File: src/rtl/mem_arbiter.sv
// Dual-requester memory arbiter: independent round-robin read and write ports
// sharing one memory, with read-after-write hazard stalling and a stall counter.
module mem_arbiter #(
    parameter int ADDR_W = 16,
    parameter int DATA_W = 16
) (
    input  logic              clock,
    input  logic              reset,
    input  logic [1:0]        io_rreq_valid,
    output logic [1:0]        io_rreq_ready,
    input  logic [ADDR_W-1:0] io_rreq0_addr,
    input  logic [ADDR_W-1:0] io_rreq1_addr,
    output logic [1:0]        io_rresp_valid,
    output logic [DATA_W-1:0] io_rresp_data,
    input  logic [1:0]        io_wreq_valid,
    output logic [1:0]        io_wreq_ready,
    input  logic [ADDR_W-1:0] io_wreq0_addr,
    input  logic [ADDR_W-1:0] io_wreq1_addr,
    input  logic [DATA_W-1:0] io_wreq0_data,
    input  logic [DATA_W-1:0] io_wreq1_data,
    output logic [ADDR_W-1:0] io_mem_raddr,
    input  logic [DATA_W-1:0] io_mem_rdata,
    output logic [ADDR_W-1:0] io_mem_waddr,
    output logic [DATA_W-1:0] io_mem_wdata,
    output logic              io_mem_wen,
    output logic [7:0]        io_stall_cnt
);

    logic              rptr_q, rptr_d;
    logic              wptr_q, wptr_d;
    logic [1:0]        rresp_valid_q, rresp_valid_d;
    logic [7:0]        stall_cnt_q, stall_cnt_d;

    logic [1:0]        wgrant, rcand, rgrant;
    logic              wfire, rfire, hazard;
    logic [ADDR_W-1:0] waddr, raddr;
    logic [DATA_W-1:0] wdata;

    // Pointer names the requester that wins when both are valid.
    function automatic logic [1:0] rr_pick(input logic [1:0] valid, input logic ptr);
        logic [1:0] g;
        case (valid)
            2'b01:   g = 2'b01;
            2'b10:   g = 2'b10;
            2'b11:   g = ptr ? 2'b10 : 2'b01;
            default: g = 2'b00;
        endcase
        return g;
    endfunction

    always_comb begin
        wgrant = rr_pick(io_wreq_valid, wptr_q);
        wfire  = |wgrant;
        waddr  = '0;
        wdata  = '0;
        if (wgrant[0]) begin
            waddr = io_wreq0_addr;
            wdata = io_wreq0_data;
        end else if (wgrant[1]) begin
            waddr = io_wreq1_addr;
            wdata = io_wreq1_data;
        end

        rcand = rr_pick(io_rreq_valid, rptr_q);
        raddr = '0;
        if (rcand[0]) begin
            raddr = io_rreq0_addr;
        end else if (rcand[1]) begin
            raddr = io_rreq1_addr;
        end

        // A read that collides with a same-cycle write is held off one cycle
        // so it observes the written data.
        hazard = wfire && (|rcand) && (raddr == waddr);
        rgrant = hazard ? 2'b00 : rcand;
        rfire  = |rgrant;
    end

    always_comb begin
        wptr_d        = wfire ? wgrant[0] : wptr_q;
        rptr_d        = rfire ? rgrant[0] : rptr_q;
        rresp_valid_d = rgrant;
        stall_cnt_d   = stall_cnt_q;
        if (hazard && (stall_cnt_q != 8'hFF)) begin
            stall_cnt_d = stall_cnt_q + 8'd1;
        end
    end

    always_ff @(posedge clock or negedge reset) begin
        if (!reset) begin
            rptr_q        <= 1'b0;
            wptr_q        <= 1'b0;
            rresp_valid_q <= 2'b00;
            stall_cnt_q   <= '0;
        end else begin
            rptr_q        <= rptr_d;
            wptr_q        <= wptr_d;
            rresp_valid_q <= rresp_valid_d;
            stall_cnt_q   <= stall_cnt_d;
        end
    end

    assign io_rreq_ready  = rgrant;
    assign io_wreq_ready  = wgrant;
    assign io_mem_raddr   = raddr;
    assign io_mem_waddr   = waddr;
    assign io_mem_wdata   = wdata;
    assign io_mem_wen     = wfire;
    assign io_rresp_valid = rresp_valid_q;
    assign io_rresp_data  = io_mem_rdata;
    assign io_stall_cnt   = stall_cnt_q;

endmodule

File: config.mk
export PLATFORM = sky130hd
export DESIGN_NAME = mem_arbiter
export DESIGN_NICKNAME = d
export VERILOG_FILES = /design/src/rtl/mem_arbiter.sv
export SDC_FILE = /design/constraint.sdc
export NUM_CORES = 1
export LEC_CHECK = 0
export CAP_MARGIN = 40
export CORE_ASPECT_RATIO = 1.25
export CORE_MARGIN = 2
export CORE_UTILIZATION = 24
export CTS_CLUSTER_DIAMETER = 80
export DETAILED_ROUTE_END_ITERATION = 7
export HOLD_SLACK_MARGIN = 0.15
export PLACE_DENSITY = 0.79
export SKIP_LAST_GASP = 1
export SLEW_MARGIN = 30
export SYNTH_ARGS = -nofsm -noshare
export SYNTH_HDL_FRONTEND = slang
export SYNTH_SLANG_ARGS = --single-unit
File: constraint.sdc
create_clock -name clock -period 2 [get_ports clock]
set_input_delay 0.2 -clock clock [delete_from_list [all_inputs] [get_ports clock]]
set_output_delay 0.2 -clock clock [all_outputs]
set_load 0.01 [all_outputs]
==> results of run 1 <==
## repair_timing
item / CTS / global route
pin swaps: 18 / 6
setup buffers: 14 / 5
gates resized for setup: 105 / 24
gates cloned: 1 / 0
endpoints found under the setup margin: 63 / 35
## synth_stat cells
| library cell | number | share of area [%] |
|---|---|---|
| a21boi_4 | 2 | 2.4 |
| a22o_1 | 21 | 12 |
| a22o_4 | 1 | 1.1 |
| a32oi_1 | 26 | 15 |
| and2_1 | 3 | 1.2 |
| and2_4 | 1 | 0.56 |
| and3_1 | 3 | 1.2 |
| buf_1 | 1 | 0.24 |
| buf_2 | 5 | 1.6 |
| buf_4 | 18 | 8.7 |
| buf_6 | 1 | 0.73 |
| clkbuf_1 | 3 | 0.73 |
| dfrtp_1 | 12 | 19 |
| ha_1 | 1 | 0.81 |
| inv_1 | 29 | 7.0 |
| mux2_1 | 1 | 0.73 |
| mux2_4 | 1 | 0.97 |
| nand2_1 | 3 | 0.73 |
| nand2b_1 | 1 | 0.40 |
| nand2b_4 | 2 | 1.8 |
| nand3_1 | 3 | 0.97 |
| nand3_2 | 1 | 0.64 |
| nand4_1 | 9 | 3.6 |
| nor2_1 | 1 | 0.24 |
| nor2b_1 | 2 | 0.81 |
| nor4_4 | 2 | 2.7 |
| o211ai_1 | 1 | 0.48 |
| o21ai_0 | 1 | 0.32 |
| o221ai_1 | 1 | 0.56 |
| or2_2 | 1 | 0.40 |
| xnor2_1 | 19 | 11 |
| xor2_1 | 3 | 1.7 |
## layout make-up
type / count / area [µm²]
fillers: 460 / 2101
well taps: 85 / 106.4
multi-input cells: 110 / 1355
clock buffers: 4 / 55.05
flip-flops and latches: 12 / 300.3
inverters: 29 / 108.9
repair buffers: 225 / 2180
## routing by layer
metal,GRT usage (%),up-vias
li1,-,1053
met1,22.77,1122
met2,45.09,114
met3,6.635,30
met4,12.12,0
met5,0,-
## worst reg2reg max path: stages, from the launching register on
cell and delay, ns:
dfrtp_1 0.41, nand2b_4 0.20, buf_12 0.17, a32oi_4 0.28
xnor2_2 0.15, nand4_1 0.18, nor4_4 0.26, buf_4 0.16
buf_8 0.12, nand3_4 0.09, mux2_4 0.32
## registers in the layout (all words and copies together) (netlist names)
register / count
io_stall_cnt: 8
rptr_q: 1
io_rresp_valid: 2
wptr_q: 1
## kinds of logic (layout without fill, tap and decap cells)
logic type,count (synthesis),count (layout)
buffers and inverters,57,258
AO/OA/AOI/OAI,53,53
AND/OR/NAND/NOR,32,32
XOR/XNOR,22,22
flip-flops,12,12
multiplexers,2,2
adder cells (fa/ha/maj),1,1
## worst max-delay path by stage
stage | to | slack (ns) | from | cells after the start
floorplan | io_stall_cnt[1] | -0.28 | wptr_q | 8
detailed placement | io_rreq_ready[0] | -0.94 | io_rreq_valid[0] | 10
global route | io_rreq_ready[1] | -0.56 | rptr_q | 10
CTS | io_rreq_ready[0] | -0.43 | rptr_q | 11
global placement | io_rreq_ready[0] | -0.96 | io_rreq_valid[0] | 10
finish | io_rreq_ready[0] | -0.47 | rptr_q | 9
## report_power, final
part | switching [mW] | total [mW] | internal (mW) | leakage [nW]
clock network | 0.0903 | 0.264 | 0.174 | 0.0288
registers | 0.00718 | 0.260 | 0.253 | 0.160
logic | 0.459 | 1.10 | 0.642 | 1.76
==> metrics.md, run 1 <==
| Metric | Value |
|---|---|
| Required @ worst endpoint | 1.80 ns |
| Number of instances in the placed design | 444 |
| Post-DR vias/cell | approximately 5.0 |
| Crit path cell chain | nand2b_4, buf_12, a32oi_4, xnor2_2, nand4_1, nor4_4, and2_4, nor2b_4, buf_6 |
| Distinct cells, synth | 32 |
| CTS buffer count | 3 |
| Antenna diodes | 0 |
| Outcome | finished with violations |
| CP peak stage delay | 0.41 ns |
| Syn Area/Cell | 8.675 µm² |
| CP Max Fanout | 8 |
| RePlAce Congestion | ~0.84 |
| Clk_lat worst skew | 0.24 ns |
| CP startpoint kind | flop |
| Die W | 75.95 µm |
| CTS sink count | 12 |
| Gate Count Post-Synth | 179 |
| Met3 WL post-DR | approximately 670 µm |
| Data arrival, critical path | ~2.3 ns |
| Setup Skew | 0.001046 ns |
| Initial drt markers | 66 |
| GRT Overall Usage | 23.43% |
| Routed len/inst | 18.76 µm |
| Nets | 500 |
| Top layer in use | met4 |
| Final core occ | 66.15% |
| Leakage | slightly below 2 nW |
| Worst path slowest cell | dfrtp_1 |
| HP Class | input port to async pin |
| Crit path max-delay family | simple AND/OR/NAND/NOR gates |
| I/O pin count | 197 |
| Hold slack | 0.3313 ns |
| DR pass1 iterations | 4 |
| Setup slack after layout | -0.4652 ns |
| Mapped Nets | 298 |
| Mux share of post-synthesis cell area | under 10% |
| # hold bufs at CTS | 0 |
| Final WL | 8722 µm |
| Failing checks | negative setup slack |
| CTS tree | done |
| Min cycle time layout | 2.465 ns |
| Most frequent cells in the layout | clkdlybuf4s50_1, buf_4, dlygate4sd2_1 |
| Largest net degree at the start of global routing | 18 |
| Post-synthesis sequential area ratio | 19.34% |
| CTS max path bufs | 2 |
| Final period util | 123.3% |
| Die H | 93.93 µm |
| Die area | 7134 µm² |
| Fin. max-slew vios | 0 |
| Post-DP HPWL | around 6500 µm |
| Final setup vio count | 18 |
| Core footprint | 6206 µm² |
| Vias in the first global route | 2533 |
| Mapped Area | 1553 µm² |
| Fmax | 405.6 MHz |
| Initial Utilization | about 25% |
| Max_cap viols | 0 |
| Total Power | between 1.5 and 2 mW |
| Layout cells sized above 1 | 31.32% |
| XOR/XNOR share of the synthesized area | between 10% and 20% |
| R2r endpoint | io_stall_cnt[1] |
| Synth warn | 0 |
| Setup Crit Path Kind | flop to primary output |
| Largest family of logic cells by synthesized area | compound AO/OA/AOI/OAI gates |
| Clk root buf | clkbuf_8 |
| Worst r2r src | rptr_q |
| CTS clk-pin slew, worst paths | 0.05 ns |
| Initial antenna violation count | 0 |
| Slew @ Worst Pin | 0.5809 ns |
| GRT overflow | 0 |
| DRC Markers | 0 |
| First-pass GRT wire length | 13100 µm |
| Post-synthesis compound-gate area fraction | a little under a third |
| Std-Cell Rows | 32 |
| Worst setup EP type | primary output |
| CP bufs+invs | 2 |
| Post-DRT Antenna Nets | 0 |
| Most common cell after layout, fill and taps aside | clkdlybuf4s50_1 |
| Max IR drop VDD | 0.3200 mV |
| Reg2Reg Setup Slack | -0.44 ns |
| Post-route insts no fill | 465 |
| Total power per unit cell area | 395.9 nW/µm² |
| H-tree levels | 1 |
| Final hold vios | 0 |
| Via count | 2319 |
| Adder-cell area share of the yosys netlist | 0.8058% |
| Synth-to-Final Area Change | 164.4% |
| DP Worst Slack | -0.9370 ns |
| Synth Area in Simple Gates | 15.31% |
| DP Area | 3502 µm² |
| RSZ-0062 raised after global routing | yes |
| Reg2Reg Depth | 10 |
| Met1 Wirelength | 3040 µm |
| Final setup TNS | -5.104 ns |
| Register bit total from synthesis | 12 |
| Met2 wire len | roughly 4700 µm |
| Non-Filler Cell Area, Final | approximately 4100 µm² |
| Slew HR | 61.15% |
| Buffers on Ports | 164 |
(Power assumes the default switching activity.)
==> run 2: changes to the inputs <==
CAP_MARGIN = 0   (was 40)
==> results of run 2 <==
No change in the layout: final DEF, timing and power equal those of run 1.
